<file path="src/rtl/magia_tile_pkg.sv">
// Shared tile-level definitions for the fractal sync tree: level width,
// fan-in of a tree node and the node FSM state encoding.
package magia_tile_pkg;

  localparam int FSYNC_LVL_W      = 2;
  localparam int FSYNC_N_CHILDREN = 2;

  typedef enum logic [1:0] {
    FSYNC_IDLE     = 2'd0,
    FSYNC_FWD      = 2'd1,
    FSYNC_WAIT_PAR = 2'd2,
    FSYNC_WAKE     = 2'd3
  } fsync_node_state_e;

endpackage

</file>
<file path="src/rtl/fractal_sync_node_rx.sv">
// Per-child request capture for a fractal sync node: holds the pending flag,
// the requested level and a sticky error for one child initiator.
module fractal_sync_node_rx #(
  parameter int LVL_W    = 2,
  parameter int NODE_LVL = 1
) (
  input  logic             clk_i,
  input  logic             rst_ni,
  input  logic             clear_i,
  input  logic             sync_i,
  input  logic [LVL_W-1:0] level_i,
  input  logic             release_i,
  input  logic             drop_i,
  output logic             pend_o,
  output logic [LVL_W-1:0] lvl_o,
  output logic             err_o
);

  localparam logic [LVL_W-1:0] NodeLvl = LVL_W'(NODE_LVL);

  logic             pend_q, pend_d;
  logic [LVL_W-1:0] lvl_q, lvl_d;
  logic             err_q, err_d;

  // An ack or a level-mismatch drop frees the slot first, so a sync in the
  // same cycle is judged against the freed slot.
  always_comb begin
    pend_d = pend_q & ~release_i & ~drop_i;
    lvl_d  = lvl_q;
    err_d  = err_q | drop_i;
    if (sync_i) begin
      if ((level_i < NodeLvl) || pend_d) begin
        err_d = 1'b1;
      end else begin
        pend_d = 1'b1;
        lvl_d  = level_i;
      end
    end
  end

  always_ff @(posedge clk_i or negedge rst_ni) begin
    if (!rst_ni) begin
      pend_q <= 1'b0;
      lvl_q  <= '0;
      err_q  <= 1'b0;
    end else if (clear_i) begin
      pend_q <= 1'b0;
      lvl_q  <= '0;
      err_q  <= 1'b0;
    end else begin
      pend_q <= pend_d;
      lvl_q  <= lvl_d;
      err_q  <= err_d;
    end
  end

  assign pend_o = pend_q;
  assign lvl_o  = lvl_q;
  assign err_o  = err_q;

endmodule

</file>
<file path="src/rtl/fractal_sync_node.sv">
// Binary-tree node of the fractal sync network: resolves barriers at its own
// level, forwards higher-level barriers to the parent and relays the wake.
module fractal_sync_node
  import magia_tile_pkg::*;
#(
  parameter int LVL_W    = FSYNC_LVL_W,
  parameter int NODE_LVL = 1
) (
  input  logic               clk_i,
  input  logic               rst_ni,
  input  logic               clear_i,
  input  logic [1:0]         ch_sync_i,
  input  logic [2*LVL_W-1:0] ch_level_i,
  input  logic [1:0]         ch_ack_i,
  output logic [1:0]         ch_wake_o,
  output logic [1:0]         ch_error_o,
  output logic               par_sync_o,
  output logic [LVL_W-1:0]   par_level_o,
  output logic               par_ack_o,
  input  logic               par_wake_i,
  input  logic               par_error_i
);

  localparam logic [LVL_W-1:0] NodeLvl = LVL_W'(NODE_LVL);

  fsync_node_state_e  state_q;
  logic [1:0]         ack_seen_q;
  logic [1:0]         pend, err, ack_now, seen;
  logic [2*LVL_W-1:0] lvl;
  logic               lvl_match, drop;

  assign ch_wake_o   = (state_q == FSYNC_WAKE) ? ~ack_seen_q : 2'b00;
  assign ack_now     = ch_wake_o & ch_ack_i;
  assign seen        = ack_seen_q | ack_now;
  assign lvl_match   = (lvl[LVL_W-1:0] == lvl[2*LVL_W-1:LVL_W]);
  assign drop        = (state_q == FSYNC_IDLE) && (&pend) && !lvl_match;

  assign par_sync_o  = (state_q == FSYNC_FWD);
  assign par_level_o = par_sync_o ? lvl[LVL_W-1:0] : '0;
  assign par_ack_o   = (state_q == FSYNC_WAIT_PAR) && par_wake_i;
  assign ch_error_o  = err | {2{par_error_i}};

  for (genvar i = 0; i < FSYNC_N_CHILDREN; i++) begin : g_rx
    fractal_sync_node_rx #(
      .LVL_W    (LVL_W),
      .NODE_LVL (NODE_LVL)
    ) u_rx (
      .clk_i     (clk_i),
      .rst_ni    (rst_ni),
      .clear_i   (clear_i),
      .sync_i    (ch_sync_i[i]),
      .level_i   (ch_level_i[i*LVL_W +: LVL_W]),
      .release_i (ack_now[i]),
      .drop_i    (drop),
      .pend_o    (pend[i]),
      .lvl_o     (lvl[i*LVL_W +: LVL_W]),
      .err_o     (err[i])
    );
  end

  // Levels of both children are equal once we leave IDLE, so child 0 decides.
  always_ff @(posedge clk_i or negedge rst_ni) begin
    if (!rst_ni) begin
      state_q    <= FSYNC_IDLE;
      ack_seen_q <= 2'b00;
    end else if (clear_i) begin
      state_q    <= FSYNC_IDLE;
      ack_seen_q <= 2'b00;
    end else begin
      case (state_q)
        FSYNC_IDLE: begin
          if ((&pend) && lvl_match) begin
            state_q <= (lvl[LVL_W-1:0] == NodeLvl) ? FSYNC_WAKE : FSYNC_FWD;
          end
        end
        FSYNC_FWD: state_q <= FSYNC_WAIT_PAR;
        FSYNC_WAIT_PAR: begin
          if (par_wake_i) state_q <= FSYNC_WAKE;
        end
        FSYNC_WAKE: begin
          if (&seen) begin
            state_q    <= FSYNC_IDLE;
            ack_seen_q <= 2'b00;
          end else begin
            ack_seen_q <= seen;
          end
        end
        default: state_q <= FSYNC_IDLE;
      endcase
    end
  end

endmodule

</file>
<file path="config.mk">
export PLATFORM = sky130hd
export DESIGN_NAME = fractal_sync_node
export DESIGN_NICKNAME = d
export VERILOG_FILES = /design/src/rtl/magia_tile_pkg.sv /design/src/rtl/fractal_sync_node_rx.sv /design/src/rtl/fractal_sync_node.sv
export SDC_FILE = /design/constraint.sdc
export NUM_CORES = 1
export LEC_CHECK = 0
export CAP_MARGIN = 20
export CORE_MARGIN = 1.5
export CORE_UTILIZATION = 49
export CTS_BUF_LIST = sky130_fd_sc_hd__clkbuf_8
export DETAILED_ROUTE_END_ITERATION = 12
export PLACE_DENSITY = 0.81
export SKIP_CTS_REPAIR_TIMING = 1
export SYNTH_ARGS = -nofsm -noshare
export SYNTH_HDL_FRONTEND = slang
export SYNTH_SLANG_ARGS = --single-unit
</file>
<file path="constraint.sdc">
create_clock -name clk_i -period 2.1 [get_ports clk_i]
set_input_delay 0.315 -clock clk_i [delete_from_list [all_inputs] [get_ports clk_i]]
set_output_delay 0.315 -clock clk_i [all_outputs]
set_load 0.05 [all_outputs]
</file>
# Word-level counts from Yosys, hierarchy flattened
# Cells that the tools add are included.
[totals]
reg_bits = 12
latch_bits = 0
ramBits = 0
mem_bits_ro = 0
input_bits = 13
output_inout_bits = 8
word_cells = 78
n_memories = 0
[op_classes]
add_sub_neg = 0
mul = 0
div = 0
order_cmp = 2
n_eq_ne = 10
shifts = 0
n_mux = 29
bitwise = 13
reduce_logical = 16
[ops]
columns = ["op", "count"]
rows = [
  ["2-bit 2-to-1 mux", 16],
  ["1-bit 2-to-1 mux", 12],
  ["2-bit case mux with 4 select lines", 1],
  ["2-bit AND reduction", 4],
  ["3-bit by 2-bit inequality test with 1-bit output (second input constant)", 2],
  ["2-bit nonzero test", 3],
  ["1-bit bitwise AND", 4],
  ["2-bit by 1-bit equality test with 1-bit output (second input constant)", 2],
  ["2-bit equality test (second input constant)", 2],
  ["1-bit logical AND", 4],
  ["2-bit by 1-bit < comparator with 1-bit output (second input constant)", 2],
  ["2-bit inequality test (second input constant)", 2],
  ["2-bit bitwise OR", 2],
  ["3-bit inequality test (second input constant)", 1],
  ["1-bit inverter", 3],
  ["3-bit AND reduction", 1],
  ["2-bit bitwise AND", 1],
  ["2-bit equality test", 1],
  ["2-bit zero test", 1],
  ["1-bit logical OR", 2],
  ["2-bit inverter", 1],
  ["1-bit bitwise OR", 2],
  ["1-bit zero test", 1],
]

# Logic depth before layout (Yosys ltp)
[depth]
word_depth = 10
ltp_mapped = 6
mapped_depth_nobuf = 6

# By module
# From an unflattened synthesis, not the netlist that was laid out.
[hier_totals]
cells_unflattened = 83
area_unflattened_um2 = 797.0
[by_module_without_submodules]
columns = ["module", "instances", "cells_per_inst", "area_each_um2", "seq_area_each_um2"]
rows = [
  ["fractal_sync_node", 1, 45, 409.1, 100.1],
  ["fractal_sync_node_rx", 2, 19, 193.9, 100.1],
]

# Worst setup path before layout
# OpenSTA, ideal clock, no wires.
[synth_timing]
path_type = "reg2reg"
from = "register state_q[0]"
to = "register g_rx[0].u_rx.lvl_q[0]"
setup_time_ns = 0.079
arrival_time_ns = 2.026
required_ns = 2.021
path_slack_ns = -0.006
path_stages_with_launch = 6
n_path_buf = 0
period_less_slack_ns = 2.106
path_cell_list = "dfrtp_1 ha_1 nor2b_1 nand2_1 a31oi_1 mux2i_1"
[synth_between]
elab_chain_cells = 9
elab_cells_between_ends = 13
classes_between = "2 x eq/ne; 1 x mux; 5 x bitwise; 5 x reduce/logical"
[synth_lines]
columns = ["element", "line_no", "text"]
rows = [
  ["start: declaration", "fractal_sync_node.sv:26", "fsync_node_state_e state_q;"],
  ["start signal: assignment", "fractal_sync_node.sv:73", "state_q <= (lvl[LVL_W-1:0] == NodeLvl) ? FSYNC_WAKE : FSYNC_FWD;"],
  ["2-bit equality test", "fractal_sync_node.sv:32", "assign ch_wake_o = (state_q == FSYNC_WAKE) ? ~ack_seen_q : 2'b00;"],
  ["2-bit 2-to-1 mux", "fractal_sync_node.sv:32", ""],
  ["named net ch_wake_o[0]", "fractal_sync_node.sv:15", "output logic [1:0] ch_wake_o,"],
  ["2-bit bitwise AND", "fractal_sync_node.sv:33", "assign ack_now = ch_wake_o & ch_ack_i;"],
  ["1-bit inverter", "fractal_sync_node_rx.sv:28", "pend_d = pend_q & ~release_i & ~drop_i;"],
  ["1-bit bitwise AND (2 in a row)", "fractal_sync_node_rx.sv:28", ""],
  ["1-bit logical OR", "fractal_sync_node_rx.sv:32", "if ((level_i < NodeLvl) || pend_d) begin"],
  ["2-bit inequality test (no source line)", "--", ""],
  ["2-bit AND reduction (no source line)", "--", ""],
  ["end signal: assignment", "fractal_sync_node_rx.sv:52", "lvl_q <= lvl_d;"],
  ["end: declaration", "fractal_sync_node_rx.sv:22", "logic [LVL_W-1:0] lvl_q, lvl_d;"],
]
# The timed path passes the listed nets, and every way through them passes these cells.
# A chain may end at the register's enable or synchronous reset.

# Worst setup path in the final report
[layout_timing]
from = "register state_q[0]"
to = "register state_q[1]"
[layout_between]
elab_chain_cells = 7
elab_cells_between_ends = 14
classes_between = "6 x eq/ne; 3 x mux; 2 x bitwise; 3 x reduce/logical"
[layout_lines]
columns = ["element", "line_no", "text"]
rows = [
  ["2-bit equality test", "fractal_sync_node.sv:32, fractal_sync_node.sv:70", ""],
  ["2-bit 2-to-1 mux", "fractal_sync_node.sv:32", ""],
  ["2-bit bitwise AND", "fractal_sync_node.sv:33", ""],
  ["2-bit bitwise OR", "fractal_sync_node.sv:34", "assign seen = ack_seen_q | ack_now;"],
  ["2-bit AND reduction", "fractal_sync_node.sv:81", "if (&seen) begin"],
  ["3-bit by 2-bit inequality test with 1-bit output (no source line)", "--", ""],
  ["3-bit AND reduction (no source line)", "--", ""],
]
# Several ways; a longest one is shown, not always the timed one.

==> impl_metrics.ini <==
[status]
status = complete, no violations

[place]
dp_hpwl_um = 1293
portBuffers = 20
dp.cells = 118
gp_congestion = 0.7404

[cts]
cts_tree = done
cts.sink_count = 12
numCtsBuffers = 3
clk_pin_slew_ps = 50
h-tree-depth = 1
clk_latency_ps = 240
root_buffer = clkbuf_8
clockBufferDepth = 2

[sta]
setup_violations = 0
drv_slew = 0
hold_viol = 0
finalSetupTns_ps = 0
timing.slew.headroom_pct = 62.37
fmax_mhz = 560.4
fin_worst_skew_ps = 7.519
rsz0062_at_grt = false
fin_crit_sh_pct = 84.98
max_slew.worst_pin.slew_ps = 562.7
layout_min_cycle_time_ps = 1784

[yosys]
synthCells = 83
syn_avg_cell_area_um2 = 9.723
ys_warn_count = 0
synth.most_common_cell = dfrtp_1
synth_top_area_share_pct = 37.21
ys_seq_area_share_pct = 37.21
syn_area_um2 = 807.0
syn-num-nets = 101
synth_top_cell_by_area = dfrtp_1
synthTopCellsByArea = dfrtp_1, ha_1, mux2i_1
ys_ff_latch = 12
async_flop_share_pct = 100.0
yosys-top-cells-count = dfrtp_1, a21oi_1, nand2b_1, nor2_1, ha_1
synthFlopType = dfrtp_1
synth_edf_count = 0
synth_cell_types = 30

[worst_setup_path]
crit_path_cell_trace = ha_1 > nor2b_4 > a2111oi_4 > a21oi_1 > a311oi_1
start_kind = flip-flop
crit_type = reg2reg
slowest_delay_ps = 420
path_max_fanout = 7
cp.arrival_ps = 1920
critPathRequiredTime_ps = 2240
slowest_stage = a2111oi_4
crit_path_end_kind = flip-flop

[drt]
wl_per_cell_um = 14.36
firstDrtPassIters = 4
ant_nets = 0
vias = 724
wirelength_um = 1738
drc_errors = 0
via_per_inst = 5.983
drt_iter0_markers = 19

[global_routing]
grt_max_degree = 17
grt_pass1_wl_um = 2953
grt_pass1_vias = 716
grt-ovfl-total = 0
grt_util_all_layers_pct = 20.93
antenna_found_initial = 0

[cells_and_area]
drive_gt1_share_pct = 18.10
antenna_cells = 0
layoutNonFillerInstCount = 121
nNetsFinal = 125
syn_to_final_growth_pct = 31.32

[power]
pwr-share-comb_pct = 47.5
worst_ir_drop_vdd_uv = 543.8
seqPwrFrac_pct = 31.0
p_int_uw = 576.3
pwr-share-clk_pct = 21.6
leakagePower_nw = 0.4654
swShare_pct = 39.97
power_uw = 960.0
powerDensity_nw_per_um2 = 905.9
switchingPower_uw = 383.7

[floorplanning]
dieArea_um2 = 1900
pin_count = 21
fp.dieH_um = 43.59
fp-row-count = 14
core_area_um2 = 1524
initial_core_util_pct = 52.96
die_width_um = 43.59

[min_path]
worst_hold_path_type = in2async

[job]
maxCapViolations = 0
## final timing paths
kind | cells past startpoint | slack [ps] | from | end
worst min-delay path | 1 | 440 | rst_ni | state_q[1]
worst min register to register | 2 | 560 | g_rx[1].u_rx.lvl_o[1] | g_rx[1].u_rx.lvl_o[1]
worst max-delay path | 5 | 320 | state_q[0] | state_q[1]
max in group asynchronous | 1 | 1290 | rst_ni | g_rx[0].u_rx.pend_o
min in group clk_i | 2 | 560 | g_rx[1].u_rx.lvl_o[1] | g_rx[1].u_rx.lvl_o[1]
worst max register to register | 5 | 320 | state_q[0] | state_q[1]
## sequential cells by signal, summed over array words and instances, names as in the netlist
name              flops
g_rx.u_rx.err_o       2
g_rx.u_rx.pend_o      2
g_rx.u_rx.lvl_o       4
state_q               2
ack_seen_q            2
## layer usage
layer / track usage [%] / share of wire [%] / up-vias
met1: 24.15 / 44 / 350
met5: 0 / 0 / -
met4: 3.636 / 0.58 / 0
met2: 38.53 / 50 / 29
met3: 5.833 / 6.0 / 3
li1: - / - / 342
## worst max-delay path: cells and delay by family, from the launching register on
kind,cells,cell delay (ps)
flip-flops,1,410
AO/OA/AOI/OAI,3,810
AND/OR/NAND/NOR,1,170
adder cells (fa/ha/maj),1,290
## kinds of logic (layout without fill, tap and decap cells)
| family | after synthesis | count (layout) | share of synthesized area (%) |
|---|---|---|---|
| compound gates | 24 | 24 | 23.26 |
| xor+xnor | 2 | 2 | 2.171 |
| fa+ha+maj | 5 | 5 | 7.752 |
| buf+inv | 5 | 27 | 2.325 |
| flops | 12 | 12 | 37.21 |
| mux | 4 | 4 | 4.961 |
| simple gates | 31 | 31 | 22.32 |
## cell usage in the layout (no fill, tap or decap), types with 3 or more instances in the layout
cell,instances
dfrtp_1,12
clkdlybuf4s50_1,12
buf_4,7
nor2_1,6
a21oi_1,6
nand2b_1,6
ha_1,5
inv_1,4
mux2i_1,4
nand2_1,3
o21ai_0,3
a31oi_1,3
clkbuf_8,3
## stage by stage
step	utilization, %	area [µm²]	hold WS [ps]	setup WS, ps
floorplan	-	809.5	19.41	282.1
global placement	66.83	1018	553.1	384.8
detailed placement	66.83	1018	555.4	310.4
finish	69.54	1060	437.7	315.5
global route	69.54	1060	485.0	159.1
CTS	69.54	1060	450.7	312.0
## power by group through the flow
| stage | Combinational [mW] | Sequential, mW | Clock (mW) |
|---|---|---|---|
| after global routing | 0.500 | 0.303 | 0.221 |
| after CTS | 0.457 | 0.297 | 0.209 |
| final | 0.456 | 0.297 | 0.207 |
| after floorplan | 0.333 | 0.291 | 0 |
| after global placement | 0.435 | 0.299 | 0 |
| after detailed placement | 0.455 | 0.300 | 0 |
## layout make-up
type / count / area (µm²)
Tap cell: 16 / 20.02
Fill cell: 123 / 464.2
Multi-Input combinational cell: 66 / 490.5
Inverter: 4 / 15.01
Timing Repair Buffer: 20 / 192.7
Clock buffer: 3 / 41.29
Sequential cell: 12 / 300.3
Note: power is estimated with default switching activity, not from simulation.
